[config.mk]
export PLATFORM = sky130hd
export DESIGN_NAME = step_ctrl
export DESIGN_NICKNAME = d
export VERILOG_FILES = /design/src/rtl/step_ctrl_pkg.sv /design/src/rtl/step_ctrl_debounce.sv /design/src/rtl/step_ctrl.sv
export SDC_FILE = /design/constraint.sdc
export NUM_CORES = 1
export LEC_CHECK = 0
export CORE_MARGIN = 3
export CORE_UTILIZATION = 50
export CTS_CLUSTER_DIAMETER = 30
export CTS_CLUSTER_SIZE = 10
export DETAILED_ROUTE_END_ITERATION = 6
export GPL_TIMING_DRIVEN = 0
export PLACE_DENSITY_LB_ADDON = 0.3
export SETUP_SLACK_MARGIN = 0.05
export SLEW_MARGIN = 15
export SYNTH_ARGS = -nofsm -noshare
export SYNTH_HDL_FRONTEND = slang
export SYNTH_SLANG_ARGS = --single-unit
[constraint.sdc]
create_clock -name clk_in -period 1.95 [get_ports clk_in]
set_input_delay 0.39 -clock clk_in [delete_from_list [all_inputs] [get_ports clk_in]]
set_output_delay 0.39 -clock clk_in [all_outputs]
set_load 0.02 [all_outputs]
[src/rtl/step_ctrl_pkg.sv]
// Shared types and defaults for the run/step controller that gates the CPU clock divider.
// The state encoding is fixed so it stays stable for anyone probing it on the board.
package step_ctrl_pkg;

    typedef enum logic [1:0] {
        IDLE   = 2'b00,
        RUN    = 2'b01,
        STEP   = 2'b10,
        HALTED = 2'b11
    } state_t;

    localparam int DEFAULT_DEBOUNCE_CYCLES = 1_000_000;
    localparam int DEFAULT_STEP_CYCLES     = 500_001;
    localparam int DEFAULT_STEP_CNT_W      = 16;

    // Counter width for a count of n cycles, never narrower than one bit.
    function automatic int cnt_width(input int n);
        return ($clog2(n) < 1) ? 1 : $clog2(n);
    endfunction

endpackage

[src/rtl/step_ctrl_debounce.sv]
// Two-flop synchronizer followed by a stable-level counter for one board input.
// The output level only follows the input after DEBOUNCE_CYCLES consecutive disagreeing cycles.
module debounce
    import step_ctrl_pkg::*;
#(
    parameter int DEBOUNCE_CYCLES = DEFAULT_DEBOUNCE_CYCLES
) (
    input  logic clk_in,
    input  logic rst_n,
    input  logic raw,
    output logic level
);

    localparam int CNT_W = cnt_width(DEBOUNCE_CYCLES);

    logic [1:0]       sync_q;
    logic [CNT_W-1:0] cnt_q;
    logic             level_q;
    logic             synced;

    assign synced = sync_q[1];
    assign level  = level_q;

    always_ff @(posedge clk_in or negedge rst_n) begin
        if (!rst_n) begin
            sync_q <= 2'b00;
        end else begin
            sync_q <= {sync_q[0], raw};
        end
    end

    // Any return to the stable level restarts the count, so short glitches never commit.
    always_ff @(posedge clk_in or negedge rst_n) begin
        if (!rst_n) begin
            cnt_q   <= '0;
            level_q <= 1'b0;
        end else if (synced == level_q) begin
            cnt_q <= '0;
        end else if (cnt_q == CNT_W'(DEBOUNCE_CYCLES - 1)) begin
            level_q <= synced;
            cnt_q   <= '0;
        end else begin
            cnt_q <= cnt_q + CNT_W'(1);
        end
    end

endmodule

[src/rtl/step_ctrl.sv]
// Run/step controller driving the CPU clock divider enable: free-run, single step, or halt.
// Outputs are decoded from the next state and registered so they line up with the state register.
module step_ctrl
    import step_ctrl_pkg::*;
#(
    parameter int DEBOUNCE_CYCLES = DEFAULT_DEBOUNCE_CYCLES,
    parameter int STEP_CYCLES     = DEFAULT_STEP_CYCLES,
    parameter int STEP_CNT_W      = DEFAULT_STEP_CNT_W
) (
    input  logic                  clk_in,
    input  logic                  rst_n,
    input  logic                  run_sw,
    input  logic                  step_btn,
    input  logic                  halt_in,
    output logic                  enable,
    output logic                  step_active,
    output logic                  halted,
    output logic [STEP_CNT_W-1:0] step_count
);

    localparam int TIMER_W = cnt_width(STEP_CYCLES);

    logic                  run_db;
    logic                  step_db;
    logic                  step_db_q;
    logic                  step_pulse;
    state_t                state_q;
    state_t                state_d;
    logic [TIMER_W-1:0]    timer_q;
    logic [STEP_CNT_W-1:0] count_q;
    logic                  enable_q;
    logic                  step_active_q;
    logic                  halted_q;
    logic                  enable_d;
    logic                  step_active_d;
    logic                  halted_d;
    logic                  step_load;
    logic                  step_done;

    debounce #(.DEBOUNCE_CYCLES(DEBOUNCE_CYCLES)) u_run_db (
        .clk_in (clk_in),
        .rst_n  (rst_n),
        .raw    (run_sw),
        .level  (run_db)
    );

    debounce #(.DEBOUNCE_CYCLES(DEBOUNCE_CYCLES)) u_step_db (
        .clk_in (clk_in),
        .rst_n  (rst_n),
        .raw    (step_btn),
        .level  (step_db)
    );

    always_ff @(posedge clk_in or negedge rst_n) begin
        if (!rst_n) begin
            step_db_q <= 1'b0;
        end else begin
            step_db_q <= step_db;
        end
    end

    assign step_pulse = step_db & ~step_db_q;
    assign step_load  = (state_q == IDLE) && !run_db && step_pulse;
    assign step_done  = (state_q == STEP) && !halt_in && (timer_q == '0);

    always_ff @(posedge clk_in or negedge rst_n) begin
        if (!rst_n) begin
            state_q       <= IDLE;
            enable_q      <= 1'b0;
            step_active_q <= 1'b0;
            halted_q      <= 1'b0;
        end else begin
            state_q       <= state_d;
            enable_q      <= enable_d;
            step_active_q <= step_active_d;
            halted_q      <= halted_d;
        end
    end

    // Halt wins in RUN and STEP; presses during STEP or HALTED are dropped, not queued.
    always_comb begin
        state_d = state_q;
        case (state_q)
            IDLE: begin
                if (run_db) begin
                    state_d = RUN;
                end else if (step_pulse) begin
                    state_d = STEP;
                end
            end
            RUN: begin
                if (halt_in) begin
                    state_d = HALTED;
                end else if (!run_db) begin
                    state_d = IDLE;
                end
            end
            STEP: begin
                if (halt_in) begin
                    state_d = HALTED;
                end else if (timer_q == '0) begin
                    state_d = IDLE;
                end
            end
            HALTED: begin
                if (!run_db) begin
                    state_d = IDLE;
                end
            end
            default: state_d = IDLE;
        endcase
    end

    always_comb begin
        enable_d      = (state_d == RUN) || (state_d == STEP);
        step_active_d = (state_d == STEP);
        halted_d      = (state_d == HALTED);
    end

    // The timer counts down the enable window; a step only counts if it runs to completion.
    always_ff @(posedge clk_in or negedge rst_n) begin
        if (!rst_n) begin
            timer_q <= '0;
            count_q <= '0;
        end else begin
            if (step_load) begin
                timer_q <= TIMER_W'(STEP_CYCLES - 1);
            end else if ((state_q == STEP) && !halt_in && (timer_q != '0)) begin
                timer_q <= timer_q - TIMER_W'(1);
            end
            if (step_done) begin
                count_q <= count_q + STEP_CNT_W'(1);
            end
        end
    end

    assign enable      = enable_q;
    assign step_active = step_active_q;
    assign halted      = halted_q;
    assign step_count  = count_q;

endmodule

# After elaboration in Yosys (flattened, before gate mapping)
# Cells that the tools add are included.
# word_totals
wordCells	58
in_bits	5
out_inout_bits	19
reg_bits	87
# op_classes
bitwise	4
n_eq_ne	10
n_mux	13
n_reduce_logical	14
addsub	4
# op_table
cell	count
20-bit 2-to-1 mux	4
20-bit by 1-bit adder with 20-bit output, second input constant	2
20-bit equality test, second input constant	2
19-bit 2-to-1 mux	2
19-bit zero test	1
19-bit nonzero test	1
19-bit by 1-bit subtractor with 19-bit output, second input constant	1
16-bit by 1-bit adder with 16-bit output, second input constant	1
2-bit 2-to-1 mux	6
2-bit equality test, second input constant	4
2-bit one-hot mux with 4 select lines	1
1-bit logical AND	5
2-bit by 1-bit equality test with 1-bit output, second input constant	2
2-bit AND reduction	2
1-bit inverter	3
1-bit equality test	2
1-bit zero test	2
2-bit zero test	1
2-bit nonzero test	1
1-bit AND	1
1-bit logical OR	1

# Longest topological paths before layout
# logic_depth
word_depth	7
ltp_mapped	8

# Modules after synthesis
# Synthesis repeated with hierarchy kept, for this count alone.
# hier_totals
hier_cells	406
area_unflattened_um2	4291.6
# modules_own_cells
mod	n_inst	seq_area_each_um2	area_per_inst_um2	cells_per_inst
debounce	2	575.6	1114.8	108
step_ctrl	1	1026.0	2062.0	190

# Least setup slack after synthesis
# OpenSTA, ideal clock, no wires.
# synth_path
path_kind	reg-to-reg
start	register timer_q[3]
end	register enable_q, in the netlist enable
required_time_ns	1.837
setup_slack_ns	-0.063
path_stages_with_launch	8
n_path_buf	1
t_arrival_ns	1.900
path_cell_list	dfrtp_1 -> nor4_2 -> nand4_1 -> clkbuf_1 -> nor4_1 -> o21ai_0 -> ha_1 -> inv_1
# synth_between
elab_chain_len	6
word_cells_on_any_way	7
# synth_rtl
element	line	text
start: declaration	step_ctrl.sv:29	logic [TIMER_W-1:0] timer_q;
start signal: assignment	step_ctrl.sv:127	timer_q <= TIMER_W'(STEP_CYCLES - 1);
start signal: assignment	step_ctrl.sv:129	timer_q <= timer_q - TIMER_W'(1);
19-bit zero test *	step_ctrl.sv:101	end else if (timer_q == '0) begin
2-bit 2-to-1 mux *	step_ctrl.sv:101	
2-bit 2-to-1 mux *	step_ctrl.sv:99	if (halt_in) begin
2-bit one-hot mux with 4 select lines *	step_ctrl.sv:83	case (state_q)
2-bit by 1-bit equality test with 1-bit output / 2-bit equality test (equally long branches)	step_ctrl.sv:115	enable_d = (state_d == RUN) || (state_d == STEP);
1-bit logical OR *	step_ctrl.sv:115	
via enable_d	step_ctrl.sv:34	logic enable_d;
end signal: assignment	step_ctrl.sv:74	enable_q <= enable_d;
end: declaration	step_ctrl.sv:31	logic enable_q;
# The timed path passes the listed nets; every way through them passes the cells marked *.
# A chain may end at the register's enable or synchronous reset.

# Final worst setup path
# layout_path
start	register u_step_db.cnt_q[6]
end	register u_step_db.cnt_q[14]
# layout_between
elab_chain_len	3
word_cells_on_any_way	4
# layout_rtl
element	line	text
start: declaration	step_ctrl_debounce.sv:17	logic [CNT_W-1:0] cnt_q;
start signal: assignment	step_ctrl_debounce.sv:43	cnt_q <= cnt_q + CNT_W'(1);
20-bit by 1-bit adder with 20-bit output / 20-bit equality test (equally long branches)	step_ctrl_debounce.sv:43, step_ctrl_debounce.sv:39	
20-bit 2-to-1 mux *	step_ctrl_debounce.sv:39	end else if (cnt_q == CNT_W'(DEBOUNCE_CYCLES - 1)) begin
20-bit 2-to-1 mux *	step_ctrl_debounce.sv:37	end else if (synced == level_q) begin
# Mark *: on every way between the ends. The rest lies on a longest branch, timed or not.

==> key figures <==
STA
  – Clock Skew: about 0.015 ns
  – Finish-stage setup viols: 23
  – Post-route setup slack: -0.0665 ns
  – Final Hold Viols: 0
  – Period utilisation layout: 1.03
  – Unrepaired setup endpoints after global routing: true
  – Slew headroom: 0.502
  – Final min period: 2.02 ns
  – Max Clk Rate: 496 MHz
  – Setup TNS: -1.12 ns
  – Max Slew Vio Count: 0
  – Measured slew at the worst slew-check pin: 0.741 ns

Yosys
  – FFs w/ async S/R, synth: 1.00
  – Seq cells post-synth: just under 90
  – Number of synthesized flops with an enable pin: 0
  – Most common flop cell mapped by yosys: dfrtp_1
  – Register area share after synthesis: 0.498
  – Syn Nets: 448
  – Syn_area_per_cell: roughly 10 um2
  – Unique masters post-synth: 52
  – Synth warnings: 0
  – Synth Instances: 438
  – Synth Cell Area: 0.00437 mm2

Drt
  – DR iter-0 viols: 175
  – Drt drc: 0
  – Detailed Routing Iterations Pass 1: 5
  – Average routed wire per standard cell: 16.6 um
  – Total wire length: 10,200 um
  – Vias/cell: around 6.0
  – Vias: 3,670
  – Antenna Nets Post-Route: 0

Power
  – Comb power frac: 0.236
  – Leakage: 2.41 nW
  – Final Power: about 4.5 mW
  – Int Pwr: slightly above 3 mW
  – Switching Fraction: 0.314
  – Clock power frac: 0.283
  – Maximum vdd drop: roughly 0.44 mV
  – Net Sw Power: 1.41 mW
  – Flop pwr share: 0.481
  – PD cells: 782 mW/mm2

Worst hold path
  – HP Class: register to register

Finish
  – # fillers: around 610
  – Final #Nets: 517
  – Share of cells above drive strength 1: 0.295
  – Highest-count cells in the layout ignoring fill and taps: dfrtp_1 (76), buf_4 (34), nand2_1 (25), nand3_1 (24), nor2_1 (21)
  – # diodes: 0
  – Final non-filler cell total: 616
  – Commonest non-fill, non-tap cell in the layout: dfrtp_1
  – Layout area overhead: 31.3%

Setup path
  – CP Cell Sequence: or4b_1 -> or4_4 -> o21ai_4 -> buf_12 -> a21oi_1
  – CP max stage cell: or4_4
  – Slowest stage delay, CP: between 0.5 and 0.6 ns
  – CP Data Required Time: between 2 and 2.5 ns
  – Kind of critical path: register to register
  – CP arrival: 2.25 ns
  – Crit Path Max Fanout: 9
  – Crit. End Element: register
  – Worst Setup Start Kind: register

Clock network
  – CTS Buffer Depth: 2
  – CTS buffer count: 9
  – # clock sinks: 87
  – Worst-Skew Late Latency: 0.36 ns
  – Root Driver: clkbuf_8
  – Htree depth: 3
  – Clk pin slew, worst setup/hold paths: 0.09 ns
  – TritonCTS clock tree: done

Floorplanning
  – Row count: 33
  – Die X: 99.5 um
  – Number of I/O pins: 24
  – Initial Util: 0.524
  – Die area: just under 0.01 mm2
  – Die height: 99.5 um
  – Core area: 0.00834 mm2

Global routing
  – Global-route usage over all layers: 0.207
  – Grt ovf: 0
  – Global Route met2 Usage: 0.328
  – Routing usage on met1: 0.285
  – Largest net degree at the start of global routing: 62
  – First-pass GRT wire length: 16,600 um
  – Global Route met3 Usage: 0.0407
  – Vias in the first global route: 3,500
  – Initial antenna violation count: 0
  – Grt peak-use layer: met2

Placement
  – GPL Wtd Cong: 0.841
  – I/O Buffers: 23
  – Post-DP HPWL: 6050 um
  – Placed cells: 567

Run status
  – Status: finished, violations left
  – Violated checks: setup timing

Job
  – Max Cap Viol: 0
[what timing repair did]
action	4_1_cts	5_1_grt
endpoints found under the setup margin	73	76
hold endpoints to repair	26	0
setup buffers	17	15
hold buffers	1	0
pin swaps	15	24
gates resized for setup	60	73
gates cloned	1	1
[flip-flops by register name, summed over array words and instances (netlist names)]
register and flops:
halted 1, enable 1, u_run_db.cnt_q 20, step_count 16, u_run_db.sync_q 2, step_db_q 1, u_run_db.level 1, timer_q 19
u_step_db.cnt_q 20, u_step_db.sync_q 2, state_q 2, step_active 1, u_step_db.level 1
[cells in the mapped netlist, types with 3 or more instances]
library cell	count	area share
and4_1	7	0.014
o21ai_0	18	0.021
buf_2	3	0.0034
clkbuf_1	9	0.0077
xor2_1	18	0.036
nand2_1	29	0.025
o31ai_1	10	0.017
mux2i_1	8	0.018
dfrtp_1	87	0.50
xnor2_1	20	0.040
and3_1	3	0.0043
nor4_1	15	0.021
ha_1	5	0.014
inv_1	19	0.016
nand4_1	10	0.014
nor2_1	34	0.029
nor3_1	14	0.016
a21oi_1	22	0.025
nand2b_1	6	0.0086
or4_1	22	0.038
or3_1	8	0.011
mux2_2	3	0.0077
or2_2	4	0.0057
and2_1	4	0.0057
nand3_1	25	0.029
[path summary, 6_finish.rpt]
kind	startpoint	cells past startpoint	slack, ns	to
setup / recovery	u_step_db.cnt_q[6]$_DFF_PN0_	5	-0.07	u_step_db.cnt_q[14]$_DFF_PN0_
hold / removal	u_step_db.sync_q[0]$_DFF_PN0_	0	0.37	u_step_db.sync_q[1]$_DFF_PN0_
setup reg to reg	u_step_db.cnt_q[6]$_DFF_PN0_	5	-0.07	u_step_db.cnt_q[14]$_DFF_PN0_
hold reg to reg	u_step_db.sync_q[0]$_DFF_PN0_	0	0.37	u_step_db.sync_q[1]$_DFF_PN0_
max in group asynchronous	rst_n	3	0.81	u_run_db.cnt_q[2]$_DFF_PN0_
min in group asynchronous	rst_n	2	0.49	timer_q[13]$_DFFE_PN0P_
[layout make-up]
class | instances | area (um2) | area share
Inverter | 19 | 71.3 | 0.0124
Multi-Input combinational cell | 317 | 2480 | 0.431
Tap cell | 105 | 131 | 0.0229
Timing Repair Buffer | 59 | 546 | 0.0950
Buffer | 14 | 133 | 0.0231
Clock inverter | 5 | 57.6 | 0.0100
Sequential cell | 87 | 2190 | 0.381
Clock buffer | 10 | 138 | 0.0240
[cell families (layout without fill, tap and decap cells)]
logic type,Yosys count,in the layout,share of synthesized area
compound gates,66,66,0.0950
xor+xnor,38,38,0.0761
fa+ha+maj,5,5,0.0143
simple gates,197,197,0.258
buf+inv,34,107,0.0329
mux,11,11,0.0260
flops,87,87,0.498
[stage by stage]
step | area [um2] | hold WS (ns) | setup slack [ns] | util
finish | 5740 | 0.372 | -0.0665 | 0.689
floorplan | 4410 | 0.0944 | -0.0400 | -
detailed placement | 4800 | 0.333 | -0.584 | 0.575
global route | 5740 | 0.373 | -0.178 | 0.689
CTS | 5380 | 0.365 | -0.0599 | 0.645
global placement | 4770 | 0.360 | -2.64 | 0.572
[worst max-delay path, delay by kind of cell, from the launching register on]
| family | cells | cell delay [ns] |
|---|---|---|
| simple gates | 2 | 1.03 |
| buf+inv | 1 | 0.16 |
| flops | 1 | 0.43 |
| compound gates | 2 | 0.27 |
[per-layer routing]
metal,vias up,part of all wire
li1,1731,-
met1,1842,0.44
met2,85,0.51
met3,12,0.039
met4,0,0.014
met5,-,0
[power groups by stage]
| stage | clock network [mW] | logic [mW] | registers [mW] |
|---|---|---|---|
| 4_1_cts | 1.30 | 0.917 | 2.13 |
| 2_1_floorplan | 0 | 0.481 | 2.17 |
| 3_3_place_gp | 0 | 0.723 | 2.15 |
| 5_1_grt | 1.40 | 1.18 | 2.18 |
| 6_report | 1.27 | 1.06 | 2.16 |
| 3_5_place_dp | 0 | 0.753 | 2.16 |
No activity file was read; power rests on OpenSTA's default activity.
